--- config.mk ---
export PLATFORM = sky130hd
export DESIGN_NAME = tt_um_seq_divider_hhrb98
export DESIGN_NICKNAME = d
export VERILOG_FILES = /design/src/rtl/tt_um_seq_divider_hhrb98.sv
export SDC_FILE = /design/constraint.sdc
export NUM_CORES = 1
export LEC_CHECK = 0
export BUFFER_PORTS_ARGS = -buffer_cell sky130_fd_sc_hd__buf_4
export CORE_MARGIN = 1
export CORE_UTILIZATION = 49
export DETAILED_ROUTE_END_ITERATION = 10
export GPL_TIMING_DRIVEN = 0
export PLACE_DENSITY = 0.76
export SYNTH_ARGS = -nofsm -noshare
export SYNTH_HDL_FRONTEND = slang
export SYNTH_SLANG_ARGS = --single-unit
--- constraint.sdc ---
create_clock -name clk -period 1.6 [get_ports clk]
set_clock_uncertainty 0.1 [all_clocks]
set_input_delay 0.32 -clock clk [delete_from_list [all_inputs] [get_ports clk]]
set_output_delay 0.32 -clock clk [all_outputs]
set_load 0.005 [all_outputs]
--- src/rtl/tt_um_seq_divider_hhrb98.sv ---
// ============================================================================
// Module   : tt_um_seq_divider_hhrb98
// Purpose  : Sequential 8-bit / 4-bit unsigned restoring divider, one quotient
//            bit per clock, with busy/done/dz status. Optional macro
//            DIV_ZERO_TRAP_EN short-circuits division by zero.
// Revision : 1.0  initial release
// ============================================================================
`default_nettype none

module tt_um_seq_divider_hhrb98 (
    input  logic       clk,
    input  logic       rst_n,
    input  logic       ena,
    input  logic [7:0] ui_in,
    input  logic [7:0] uio_in,
    output logic [7:0] uo_out,
    output logic [7:0] uio_out,
    output logic [7:0] uio_oe
);

    localparam logic [7:0] c_UIO_OE   = 8'b1110_0000;
    localparam logic [2:0] c_LAST_CNT = 3'd7;

    typedef enum logic [1:0] {
        S_IDLE = 2'd0,
        S_RUN  = 2'd1,
        S_DONE = 2'd2
    } state_t;

    state_t     r_state, w_state_nxt;
    logic [7:0] r_nshift, w_nshift_nxt;
    logic [3:0] r_div, w_div_nxt;
    logic [3:0] r_p, w_p_nxt;
    logic [7:0] r_q, w_q_nxt;
    logic [2:0] r_cnt, w_cnt_nxt;
    logic [7:0] r_qout, w_qout_nxt;
    logic [3:0] r_rout, w_rout_nxt;
    logic       r_dz, w_dz_nxt;

    logic [3:0] w_div_in;
    logic       w_start;
    logic       w_rsel;
    logic       w_trap;
    logic [4:0] w_t;
    logic [4:0] w_diff;
    logic       w_qbit;
    logic [3:0] w_p_step;
    logic [7:0] w_q_step;
    logic       w_unused_bits;

    assign w_div_in      = uio_in[3:0];
    assign w_start       = uio_in[4];
    assign w_rsel        = uio_in[5];
    assign w_unused_bits = &{1'b0, uio_in[7:6]};

`ifdef DIV_ZERO_TRAP_EN
    assign w_trap = (w_div_in == 4'd0);
`else
    assign w_trap = 1'b0;
`endif

    // One restoring step: remainder stays below D, so 5 bits suffice for T.
    assign w_t      = {r_p, r_nshift[7]};
    assign w_diff   = w_t - {1'b0, r_div};
    assign w_qbit   = (w_t >= {1'b0, r_div});
    assign w_p_step = w_qbit ? w_diff[3:0] : w_t[3:0];
    assign w_q_step = {r_q[6:0], w_qbit};

    always_ff @(posedge clk) begin
        if (!rst_n) begin
            r_state  <= S_IDLE;
            r_nshift <= 8'd0;
            r_div    <= 4'd0;
            r_p      <= 4'd0;
            r_q      <= 8'd0;
            r_cnt    <= 3'd0;
            r_qout   <= 8'd0;
            r_rout   <= 4'd0;
            r_dz     <= 1'b0;
        end else if (ena) begin
            r_state  <= w_state_nxt;
            r_nshift <= w_nshift_nxt;
            r_div    <= w_div_nxt;
            r_p      <= w_p_nxt;
            r_q      <= w_q_nxt;
            r_cnt    <= w_cnt_nxt;
            r_qout   <= w_qout_nxt;
            r_rout   <= w_rout_nxt;
            r_dz     <= w_dz_nxt;
        end
    end

    always_comb begin
        w_state_nxt  = r_state;
        w_nshift_nxt = r_nshift;
        w_div_nxt    = r_div;
        w_p_nxt      = r_p;
        w_q_nxt      = r_q;
        w_cnt_nxt    = r_cnt;
        w_qout_nxt   = r_qout;
        w_rout_nxt   = r_rout;
        w_dz_nxt     = r_dz;

        case (r_state)
            S_IDLE, S_DONE: begin
                if (w_start) begin
                    w_dz_nxt = w_trap;
                    if (w_trap) begin
                        w_state_nxt = S_DONE;
                        w_qout_nxt  = 8'hFF;
                        w_rout_nxt  = ui_in[3:0];
                    end else begin
                        w_state_nxt  = S_RUN;
                        w_nshift_nxt = ui_in;
                        w_div_nxt    = w_div_in;
                        w_p_nxt      = 4'd0;
                        w_q_nxt      = 8'd0;
                        w_cnt_nxt    = 3'd0;
                    end
                end
            end
            S_RUN: begin
                w_p_nxt      = w_p_step;
                w_q_nxt      = w_q_step;
                w_nshift_nxt = {r_nshift[6:0], 1'b0};
                w_cnt_nxt    = r_cnt + 3'd1;
                // Results are published only when the eighth step lands.
                if (r_cnt == c_LAST_CNT) begin
                    w_state_nxt = S_DONE;
                    w_qout_nxt  = w_q_step;
                    w_rout_nxt  = w_p_step;
                end
            end
            default: begin
                w_state_nxt = S_IDLE;
            end
        endcase
    end

    assign uo_out  = w_rsel ? {4'b0000, r_rout} : r_qout;
    assign uio_out = {(r_state == S_DONE), (r_state == S_RUN), r_dz, 5'b00000};
    assign uio_oe  = c_UIO_OE;

endmodule

`default_nettype wire

**Word level (Yosys, flattened, before mapping)**

Cells that the tools add are included.

- Output and inout port bits: 24
- Logic and storage cells: 36
- Input port bits: 19
- Flip-flop bits (word level): 40

- Reduce and logical (&&, ||, !) cells: 7
- $add $sub $neg: 2
- Muxes and demuxes: 13
- Magnitude comparators: 1
- Eq/ne operators: 5

Operator list:

| operator | count |
|---|---|
| $mux 8 | 2 |
| $pmux 8 s2 | 1 |
| $pmux 7 s2 | 1 |
| $reduce_and 3->1 | 4 |
| $mux 4 | 2 |
| $pmux 4 s2 | 1 |
| $mux 7 | 1 |
| $pmux 3 s2 | 1 |
| $ge 5x4->1 | 1 |
| $mux 2 | 2 |
| $pmux 2 s2 | 1 |
| $sub 4x4->4 | 1 |
| $add 3x1->3 const B | 1 |
| $eq 3x3->1 const B | 1 |
| $mux 3 | 1 |
| $eq 2x1->1 const B | 1 |
| $eq 2x2->1 const B | 1 |
| $logic_not 2->1 | 1 |
| $ne 2x1->1 const B | 1 |
| $ne 2x2->1 const B | 1 |
| $reduce_bool 2->1 | 1 |
| $reduce_or 2->1 | 1 |

**Longest topological paths before layout**

Gate-level depths: netlist of run 1.

- Depth after elaboration: 4
- Gate-level depth with buffers: 8
- Gate-level depth less buffers: 7

**Worst setup path before layout of run 1**

No wires, ideal clock.

- Kind: register to register
- Start: reg r_div[2]
- End: reg r_p[3]
- Path slack: -0.148 ns
- Required time: 1.378 ns
- Arrival: 1.526 ns
- Clock period less this slack: 1.748 ns
- Library setup time: 0.122 ns
- Cell stages (with the launch flop): 8
- Path buffers: 0
- Cells stage by stage: dfxtp_1 inv_1 ha_1 a21o_1 a31oi_1 mux2_2 a21oi_1 o21ai_0

- Word-level cells in the longest chain between the ends: 3
- Elaborated cells between the ends (all ways): 4
- Those cells by class: 1 x add/sub; 1 x order compare; 2 x mux

Ends and longest elaborated chain:

| what | line | source |
|---|---|---|
| start: declaration | 32 | `logic [3:0] r_div, w_div_nxt;` |
| start signal: assignment | 83 | `r_div <= w_div_nxt;` |
| $sub 4x4->4 or $ge 5x4->1 (tied branches) | 64, 65 |  |
| $mux 4 (*) | 66 | `assign w_p_step = w_qbit ? w_diff[3:0] : w_t[3:0];` |
| $pmux 4 s2 (*) | 104 | `case (r_state)` |
| end signal: assignment | 84 | `r_p <= w_p_nxt;` |
| end: declaration | 33 | `logic [3:0] r_p, w_p_nxt;` |

Every way passes the cells marked *; elsewhere a longest branch is shown, timed or not.
A chain may end at the register's enable or synchronous reset.

**Final worst setup path of run 1**

- Start: reg r_p[1]
- End: reg r_rout[3]

- Word-level cells in the longest chain between the ends: 2
- Elaborated cells between the ends (all ways): 3
- Those cells by class: 1 x add/sub; 1 x order compare; 1 x mux

Ends and longest elaborated chain:

| what | line | source |
|---|---|---|
| $sub 4x4->4 or $ge 5x4->1 (tied branches) | 64, 65 |  |
| $mux 4 (*) | 66 |  |
| end signal: assignment | 88 | `r_rout <= w_rout_nxt;` |
| end: declaration | 37 | `logic [3:0] r_rout, w_rout_nxt;` |

Marked as above.

==> results of run 1 <==
stage by stage:
stage | worst slack [ns] | utilization (%)
floorplan | 0.000857 | -
global placement | -0.110 | 58.9
detailed placement | -0.123 | 58.9
CTS | -0.118 | 64.4
global route | -0.169 | 64.3
finish | -0.128 | 64.3
cells in the final DEF (no fill, tap or decap), drive strengths merged, types with 2 or more instances in the layout:
cell    instances
nand2          35
and2b           2
mux2i           7
ha              6
conb           14
dfxtp          40
mux2            6
nor2b           8
o21ai          13
nor2           24
nand3           8
a21oi          15
a22oi           8
clkbuf         11
inv             8
buf            50
a311oi          7
cells in the mapped netlist, drive strengths merged (2+ instances only):
| library cell | instances |
|---|---|
| dfxtp | 40 |
| nand2 | 35 |
| nor2 | 24 |
| buf | 22 |
| a21oi | 15 |
| o21ai | 13 |
| inv | 9 |
| a22oi | 8 |
| nand3 | 8 |
| nor2b | 8 |
| a311oi | 7 |
| mux2i | 7 |
| ha | 6 |
| mux2 | 6 |
| clkbuf | 5 |
| and2b | 2 |
| conb | 2 |
power by group:
| part | switching, W | internal (W) | total, W |
|---|---|---|---|
| Clock | 0.000347 | 0.000350 | 0.000697 |
| Sequential | 0.0000204 | 0.00102 | 0.00104 |
| Combinational | 0.000192 | 0.000199 | 0.000391 |
worst register-to-register path, stage by stage, from the launching register on:
cell and delay (ns):
dfxtp_2 0.35, ha_4 0.27, a21o_1 0.17, a31oi_2 0.17, mux2_4 0.34, a21oi_4 0.15, a21oi_2 0.07
layer usage:
| metal | vias to the layer above | GRT usage [%] |
|---|---|---|
| li1 | 835 | - |
| met1 | 720 | 23.8 |
| met2 | 33 | 32.5 |
| met3 | 5 | 4.83 |
| met4 | 0 | 7.71 |
| met5 | - | 0 |
final timing paths:
path                     startpoint                      to
min reg2reg  r_qout[4]$_SDFFE_PN0P_  r_qout[4]$_SDFFE_PN0P_
min                       uio_in[3]   r_div[3]$_SDFFE_PN0P_
max reg2reg     r_p[1]$_SDFFE_PN0P_  r_rout[3]$_SDFFE_PN0P_
max             r_p[1]$_SDFFE_PN0P_  r_rout[3]$_SDFFE_PN0P_
kinds of logic after synthesis:
family                   count (synthesis)
buffers and inverters                   36
adder cells (fa/ha/maj)                  7
AND/OR/NAND/NOR                         82
flip-flops                              40
AO/OA/AOI/OAI                           47
multiplexers                            13
XOR/XNOR                                 1
other                                    2
registers in the layout, indices dropped and copies added, names as in the netlist:
signal,count
r_div,4
r_qout,8
r_nshift,8
r_state,2
r_cnt,3
r_rout,4
r_p,4
r_q,7
repair_timing:
action | CTS | global route
endpoints found under the setup margin | 18 | 22
hold buffers | 0 | 0
buffers inserted | 4 | 1
cloned | 0 | 0
gates resized for setup | 27 | 6
pin swaps | 2 | 4
area by class of cell:
| class | count | area share, % |
|---|---|---|
| plain buffers | 24 | 7.78 |
| clock buffers | 7 | 3.36 |
| clock inverters | 1 | 0.292 |
| inverters | 9 | 1.51 |
| multi-input cells | 164 | 44.2 |
| flip-flops and latches | 40 | 31.5 |
| well taps | 50 | 2.43 |
| repair buffers | 30 | 8.90 |
==> reports/results.ini, run 1 <==
[setup_path]
crit_path_cell_trace = ha_4 -> a21o_1 -> a31oi_2 -> mux2_4 -> a21oi_4 -> a21oi_2
worst_setup_path_start_kind = register
path_delay_family = compound AO/OA/AOI/OAI gates
path_buf_inv = 0
rr_worst_depth = 6
crit_arrival_ns = 1.81
crit_slowest_cell = dfxtp_2
worstPathMaxFanout = 5
cp.depth = 6
endpoint_kind = register
r2r_slack_ns = -0.13
path_class = register to register
worstPathRequired_ns = 1.68
slowest_delay_ns = 0.35

[floorplan]
die_w_um = 66.4
die_y_um = 66.4
dieArea_sq_mm = 0.00441
design.core.area_sq_mm = 0.00400
ios = 43
initial_utilization_pct = 50.8
rows = 23

[grt]
grt_pass1_vias = 1424
antenna_found_initial = 0
grt_pass1_wl_um = 6400
grt_use_total_pct = 19.5
grt_overflow_total = 0
grt_max_degree = 13

[timing]
slew_viol_final = 0
max_freq_mhz = 579
fin_crit_ns = 1.73
setup_tns_ns = -0.397
setup_viol = 8
hold_ws_ns = 0.154
hold_violations = 0
finalCritPeriodShare_pct = 108
fin_ws_ns = -0.128
grt_setup_unrepaired = true

[route]
drtPass1Iterations = 4
ant_nets = 0
top_layer_used = met4
num_vias = 1593
met1_length_um = 1870
routedWlPerCell_um = 12.2
dr_wl_met2_um = 1920
via_per_inst = 4.90
wl_met3_um = 132
drt_first_iter_violations = 93
drc = 0
routed_wl_um = 3980

[clock_tree]
cts_sinks = 40
htree_levels = 2
clock_path_buffers = 2
cts_root_buf = clkbuf_8
worst_skew_pair.late_latency_ns = 0.29
numCtsBuffers = 5
cts_tree = built
clk_pin_slew_ns = 0.08

[synthesis]
synthMuxAreaShare_pct = 6.77
syn_area_sq_mm = 0.00203
synthAdderAreaFrac_pct = 4.68
synth_xor_xnor_area_share_pct = 0.431
syn_area_per_cell_sq_um = 8.92
synth_area_leader_cell = dfxtp_1
yosysWarnings = 0
netlist.area_leader.share_pct = 39.4
synthTopCellsByArea = dfxtp_1, nand2_1, buf_4
synth-compound-area-share_pct = 17.4
ys_ff_latch = 40
ys_seq_area_share_pct = 39.4
synth-edff-count = 0
syn_inst = 228
synthSimpleGateAreaFrac_pct = 18.3
synth_ff_type = dfxtp_1
async_flop_share_pct = 0
synth_top_family_by_area = simple AND/OR/NAND/NOR gates
ys_types = 38

[worst_hold_path]
hold_class = primary input to register
whs_path_depth = 3

[power_and_ir_drop]
p_leak_nw = 1.08
power_w = 0.00213
p_per_area_mw_per_mm2 = 829
ir_drop_v = 0.000491

[cells_and_area]
final_nets = 300
diodes = 0
syn_to_final_growth_pct = 26.5
stdcell_count = 325
design_area_sq_mm = 0.00257
multiInputGateArea_sq_mm = 0.00114
seqCellArea_sq_um = 811
fillerInstances = 323
drive_above_1_share_pct = 39.6

[placed_design]
gp_congestion = 0.848
placed_cells = 315
detailed_place.area_sq_mm = 0.00235
hpwl_um = 2870
port_buffers = 25

[status]
status = complete, but fails checks
violations = setup timing

[flow_run]
max_cap_violations = 0

No activity file was read; power rests on OpenSTA's default activity.
==> run 2, diff against run 1 <==
--- a/config.mk
+++ b/config.mk
@@ -7,10 +7,11 @@
 export LEC_CHECK = 0
 export BUFFER_PORTS_ARGS = -buffer_cell sky130_fd_sc_hd__buf_4
 export CORE_MARGIN = 1
-export CORE_UTILIZATION = 49
+export CORE_UTILIZATION = 55
 export DETAILED_ROUTE_END_ITERATION = 10
 export GPL_TIMING_DRIVEN = 0
-export PLACE_DENSITY = 0.76
+export PLACE_DENSITY = 0.8
+export RECOVER_POWER = 100
 export SYNTH_ARGS = -nofsm -noshare
 export SYNTH_HDL_FRONTEND = slang
 export SYNTH_SLANG_ARGS = --single-unit
==> constraint.sdc (replaced) <==
create_clock -name clk -period 2.1 [get_ports clk]
set_clock_uncertainty 0.1 [all_clocks]
set_input_delay 0.21 -clock clk [delete_from_list [all_inputs] [get_ports clk]]
set_output_delay 0.21 -clock clk [all_outputs]
set_load 0.005 [all_outputs]
==> run 2 against run 1 <==
  * The flow now finishes without violations
  * Power shrank 29%
  * Critical path depth rose by 1
  * Via count rose by 1.1%
  * Non-clock buffer count decreased by 2
  * Die area fell by 11%
  * Final cell count fell by 2.2%
  * Worst hold slack worse by 0.11 ns
  * Design area down 8.8%
  * Utilization rose by 3.8 points
  * Sequential share of layout area increased by 2.6 points
  * First-iteration DRC count decreased by 27%
  * Critical path type unchanged
  * Critical endpoint unchanged
==> reports/results.ini, run 2 (same netlist as run 1, synthesis figures left out) <==
[setup_path]
crit_arrival_ns = 2.04  ; was 1.81 ns
worstPathRequired_ns = 2.17  ; was 1.68 ns
worstPathMaxFanout = 5  ; unchanged
endpoint_kind = register  ; unchanged
path_class = register to register  ; unchanged
worst_setup_path_start_kind = register  ; unchanged

[route]
drt_first_iter_violations = 68  ; was 93
drtPass1Iterations = 4  ; unchanged
via_per_inst = 5.06  ; was 4.90
routedWlPerCell_um = 12.2  ; about the same
num_vias = 1610  ; was 1593
ant_nets = 0  ; unchanged
drc = 0  ; unchanged
routed_wl_um = 3870  ; was 3980 um

[placed_design]
port_buffers = 25  ; unchanged
placed_cells = 311  ; was 315
hpwl_um = 2760  ; was 2870 um
gp_congestion = 0.875  ; was 0.848

[grt]
grt_use_met1_pct = 25.5  ; was 23.8%
grt_pass1_vias = 1397  ; was 1424
grt_overflow_total = 0  ; unchanged
grt_use_total_pct = 20.7  ; was 19.5%
grt_util_met2_pct = 34.2  ; was 32.5%
grt_max_degree = 13  ; unchanged
busiest_layer = met2  ; unchanged
grt.met3_usage_pct = 3.83  ; was 4.83%
grt_pass1_wl_um = 6290  ; was 6400 um
antenna_found_initial = 0  ; unchanged

[worst_hold_path]
hold_class = primary input to register  ; unchanged

[timing]
fin_crit_ns = 1.97  ; was 1.73 ns
setup_tns_ns = 0  ; was -0.397 ns
setup_viol = 0  ; was 8
slew_viol_final = 0  ; unchanged
maxSlewHeadroom_pct = 66.2
finalCritPeriodShare_pct = 93.6  ; was 108%
worst_slew_pin_slew_ns = 0.507
grt_setup_unrepaired = false  ; was true
hold_violations = 0  ; unchanged
max_freq_mhz = 509  ; was 579 MHz

[status]
status = complete, no violations  ; was complete, but fails checks

[clock_tree]
cts_sinks = 40  ; unchanged
clk_pin_slew_ns = 0.08  ; about the same
cts_setup_buffers = 0  ; was 4
worst_skew_pair.late_latency_ns = 0.30  ; was 0.29 ns
htree_levels = 2  ; unchanged
numCtsBuffers = 5  ; unchanged
clock_path_buffers = 2  ; unchanged
ctsHoldBuffers = 0  ; unchanged
cts-resized-gates = 0  ; was 27
cts_tree = built  ; unchanged
cts_root_buf = clkbuf_8  ; unchanged

[cells_and_area]
final_common_cell = dfxtp_1  ; was buf_4
reg_top3 = r_nshift x8, r_qout x8, r_q x7  ; unchanged
diodes = 0  ; unchanged
layout_common_cells = dfxtp_1, nand2_1, buf_4  ; was buf_4, nand2_1, dfxtp_1
stdcell_count = 318  ; was 325
drive_above_1_share_pct = 25.7  ; was 39.6%
syn_to_final_growth_pct = 15.4  ; was 26.5%
final_nets = 298  ; was 300

[flow_run]
max_cap_violations = 0  ; unchanged

[floorplan]
dieArea_sq_mm = 0.00394  ; was 0.00441 sq mm
initial_utilization_pct = 59.1  ; was 50.8%
die_y_um = 62.8  ; was 66.4 um
die_w_um = 62.8  ; was 66.4 um
ios = 43  ; unchanged
design.core.area_sq_mm = 0.00344  ; was 0.00400 sq mm
rows = 21  ; was 23

[power_and_ir_drop]
ir_drop_v = 0.000363  ; was 0.000491 V
p_leak_nw = 1.02  ; was 1.08 nW
p_per_area_mw_per_mm2 = 646  ; was 829 mW/mm^2

run 2: cell count changes in the layout (fill, tap and decap cells not counted), sizes merged:
cell | before | now
clkbuf | 11 | 22
inv | 8 | 9
buf | 50 | 35
run 2: routing by layer:
layer  part of all wire (%)  vias to the layer above
met5                      0                        -
met4                    2.2                        0
met3                    3.6                        8
met2                     46                       43
met1                     48                      733
li1                       -                      826
run 2: worst paths after layout:
| kind | from | to | slack [ns] | cells past startpoint |
|---|---|---|---|---|
| setup / recovery | r_div[2]$_SDFFE_PN0P_ | r_rout[3]$_SDFFE_PN0P_ | 0.13 | 7 |
| hold / removal | uio_in[0] | r_div[0]$_SDFFE_PN0P_ | 0.04 | 3 |
| setup reg to reg | r_div[2]$_SDFFE_PN0P_ | r_rout[3]$_SDFFE_PN0P_ | 0.13 | 7 |
| hold reg to reg | r_qout[6]$_SDFFE_PN0P_ | r_qout[6]$_SDFFE_PN0P_ | 0.35 | 2 |
run 2: critical path, cell delays in order, from the launching register on:
cell     delay, ns
dfxtp_1       0.33
inv_1         0.05
ha_1          0.36
a21o_1        0.18
a31oi_1       0.17
mux2_2        0.36
a21oi_1       0.20
a21oi_1       0.10
run 2: where the power goes:
part           total, W  internal, W  switching, W
combinational  0.000230     0.000110      0.000121
clock          0.000493     0.000225      0.000268
sequential     0.000793     0.000779     0.0000135
run 2: through the flow:
stage	utilization [%]	hold slack, ns	setup WS (ns)	instance area (sq um)	total power [W]
floorplan	-	0.238	0.352	2080	0.000995
global placement	67.5	0.338	0.188	2320	0.00105
detailed placement	67.5	0.344	0.172	2320	0.00106
CTS	69.9	0.0431	0.179	2400	0.00154
global route	68.2	0.0672	0.0398	2350	0.00157
finish	68.2	0.0417	0.135	2350	0.00152
run 2: cell type report:
class,count,area (sq um)
Buffer,27,200
Clock buffer,5,68.8
Clock inverter,2,12.5
Fill cell,326,1100
Inverter,9,38.8
Multi-Input combinational cell,164,980
Sequential cell,40,801
Tap cell,46,57.6
Timing Repair Buffer,25,188
==> run 3, diff against run 2 <==
--- a/config.mk
+++ b/config.mk
@@ -10,7 +10,7 @@
 export CORE_UTILIZATION = 55
 export DETAILED_ROUTE_END_ITERATION = 10
 export GPL_TIMING_DRIVEN = 0
-export PLACE_DENSITY = 0.8
+export PLACE_DENSITY_LB_ADDON = 0.12
 export RECOVER_POWER = 100
 export SYNTH_ARGS = -nofsm -noshare
 export SYNTH_HDL_FRONTEND = slang
==> run 3 against run 2 <==
  * Register-to-register slack hardly changed
  * Design area is 1.1% higher
  * Clock power is 27% higher
  * Non-clock buffer count stayed put
  * Setup slack better by 0.015 ns
  * Wire length is 3.5% lower
  * First-iteration DRC count is 12% higher
  * Critical path type unchanged
  * Largest cell class unchanged
==> reports/results.ini, run 3 (same netlist as run 1, synthesis figures left out) <==
[setup_path]
path_class = register to register  ; unchanged
crit_arrival_ns = 2.03  ; was 2.04 ns
endpoint_kind = register  ; unchanged
worst_setup_path_start_kind = register  ; unchanged
worstPathRequired_ns = 2.18  ; was 2.17 ns
rr_worst_depth = 7  ; unchanged
r2r_slack_ns = 0.15  ; was 0.13 ns
timing.rr.start = r_div[2]$_SDFFE_PN0P_  ; unchanged
r2r-end = r_p[3]$_SDFFE_PN0P_  ; was r_rout[3]$_SDFFE_PN0P_
worstPathMaxFanout = 5  ; unchanged

[timing]
fin_ws_ns = 0.150  ; was 0.135 ns
finalCritPeriodShare_pct = 92.9  ; was 93.6%
setup_tns_ns = 0  ; unchanged
setup_viol = 0  ; unchanged
fin_crit_ns = 1.95  ; was 1.97 ns
max_freq_mhz = 513  ; was 509 MHz
hold_violations = 0  ; unchanged
grt_setup_unrepaired = false  ; unchanged
slew_viol_final = 0  ; unchanged

[grt]
grt_overflow_total = 0  ; unchanged
grt_util_met2_pct = 31.5  ; was 34.2%
grt_use_total_pct = 20.7  ; unchanged
grt_max_degree = 14  ; was 13
antenna_found_initial = 0  ; unchanged
grt_use_met1_pct = 26.7  ; was 25.5%
grt_pass1_wl_um = 6360  ; was 6290 um
busiest_layer = met2  ; unchanged
grt.met3_usage_pct = 5.29  ; was 3.83%
grt_pass1_vias = 1450  ; was 1397

[clock_tree]
cts_root_buf = clkbuf_8  ; unchanged
clock_path_buffers = 2  ; unchanged
cts_tree = built  ; unchanged
cts_sinks = 40  ; unchanged
clk_pin_slew_ns = 0.07  ; was 0.08 ns
numCtsBuffers = 5  ; unchanged
cts-resized-gates = 0  ; unchanged
cts_setup_buffers = 0  ; unchanged
worst_skew_pair.late_latency_ns = 0.30  ; about the same
htree_levels = 2  ; unchanged
ctsHoldBuffers = 0  ; unchanged

[power_and_ir_drop]
p_leak_nw = 1.04  ; was 1.02 nW
power_w = 0.00165  ; was 0.00152 W
p_per_area_mw_per_mm2 = 695  ; was 646 mW/mm^2
ir_drop_v = 0.000439  ; was 0.000363 V

[cells_and_area]
multiInputGateArea_sq_um = 977  ; was 980 sq um
final_common_cell = dfxtp_1  ; unchanged
seqCellArea_sq_um = 801  ; unchanged
syn_to_final_growth_pct = 16.6  ; was 15.4%
diodes = 0  ; unchanged
reg_top3 = r_nshift x8, r_qout x8, r_q x7  ; unchanged
fillerInstances = 306  ; was 326
final_nets = 298  ; unchanged
design_area_sq_mm = 0.00237  ; was 0.00235 sq mm
layout_common_cells = dfxtp_1, nand2_1, buf_4  ; unchanged
drive_above_1_share_pct = 26.4  ; was 25.7%

[floorplan]
rows = 21  ; unchanged
ios = 43  ; unchanged
die_w_um = 62.8  ; unchanged
die_y_um = 62.8  ; unchanged
design.core.area_sq_mm = 0.00344  ; unchanged
dieArea_sq_mm = 0.00394  ; unchanged
initial_utilization_pct = 59.1  ; unchanged

[worst_hold_path]
min_to = r_div[1]$_SDFFE_PN0P_  ; was r_div[0]$_SDFFE_PN0P_
hold_path_startpoint = uio_in[1]  ; was uio_in[0]
whs_path_depth = 3  ; unchanged
hold_class = primary input to register  ; unchanged

[route]
routedWlPerCell_um = 11.7  ; was 12.2 um
routed_wl_um = 3740  ; was 3870 um
drtPass1Iterations = 4  ; unchanged
num_vias = 1609  ; was 1610
drc = 0  ; unchanged
drt_first_iter_violations = 76  ; was 68
ant_nets = 0  ; unchanged
via_per_inst = 5.04  ; was 5.06

[flow_run]
max_cap_violations = 0  ; unchanged

[placed_design]
port_buffers = 25  ; unchanged
hpwl_um = 2760  ; about the same
preCtsSetupSlack_ns = 0.177  ; was 0.172 ns
gp_congestion = 0.875  ; about the same
detailed_place.area_sq_mm = 0.00232  ; unchanged

[status]
status = complete, no violations  ; unchanged

## run 3: worst max-delay path by stage
stage | slack [ns] | to | startpoint
final | 0.15 | r_p[3]$_SDFFE_PN0P_ | r_div[2]$_SDFFE_PN0P_
after global routing | 0.06 | r_p[3]$_SDFFE_PN0P_ | r_div[2]$_SDFFE_PN0P_
after CTS | 0.17 | r_p[3]$_SDFFE_PN0P_ | r_div[2]$_SDFFE_PN0P_
after detailed placement | 0.18 | r_p[3]$_SDFFE_PN0P_ | r_div[2]$_SDFFE_PN0P_
after global placement | 0.20 | r_p[3]$_SDFFE_PN0P_ | r_div[2]$_SDFFE_PN0P_
after floorplan | 0.35 | r_p[3]$_SDFFE_PN0P_ | r_div[2]$_SDFFE_PN0P_
## run 3: report_power, final
group	switching (W)	internal [W]	leakage, nW
clock	0.000274	0.000351	0.0541
combinational	0.000120	0.000109	0.657
sequential	0.0000130	0.000779	0.324
total	0.000408	0.00124	1.04
## run 3: worst max-delay path: stages, from the launching register on
cell and delay, ns:
dfxtp_1 0.33, inv_1 0.05, ha_1 0.36, a21o_1 0.18, a31oi_1 0.18, mux2_2 0.35
a21oi_1 0.20, o21ai_0 0.10
## run 3: routing by layer
metal	up-vias	wire (um)
li1	830	-
met1	735	1810
met2	35	1710
met3	9	141
met4	0	82
met5	-	0
## run 3: area by class of cell
type | instances | share of cell area (%)
plain buffers | 27 | 8.34
repair buffers | 25 | 7.92
clock inverters | 3 | 1.79
inverters | 9 | 1.64
clock buffers | 5 | 2.90
multi-input cells | 164 | 41.2
well taps | 46 | 2.43
flip-flops and latches | 40 | 33.8
## run 3: through the flow
| stage | hold slack (ns) | utilization, % | instances |
|---|---|---|---|
| 2_1_floorplan | 0.238 | - | 240 |
| 3_3_place_gp | 0.340 | 67.5 | 311 |
| 3_5_place_dp | 0.342 | 67.5 | 311 |
| 4_1_cts | 0.0547 | 70.7 | 319 |
| 5_1_grt | 0.0613 | 68.9 | 319 |
| 6_report | 0.0573 | 68.9 | 319 |
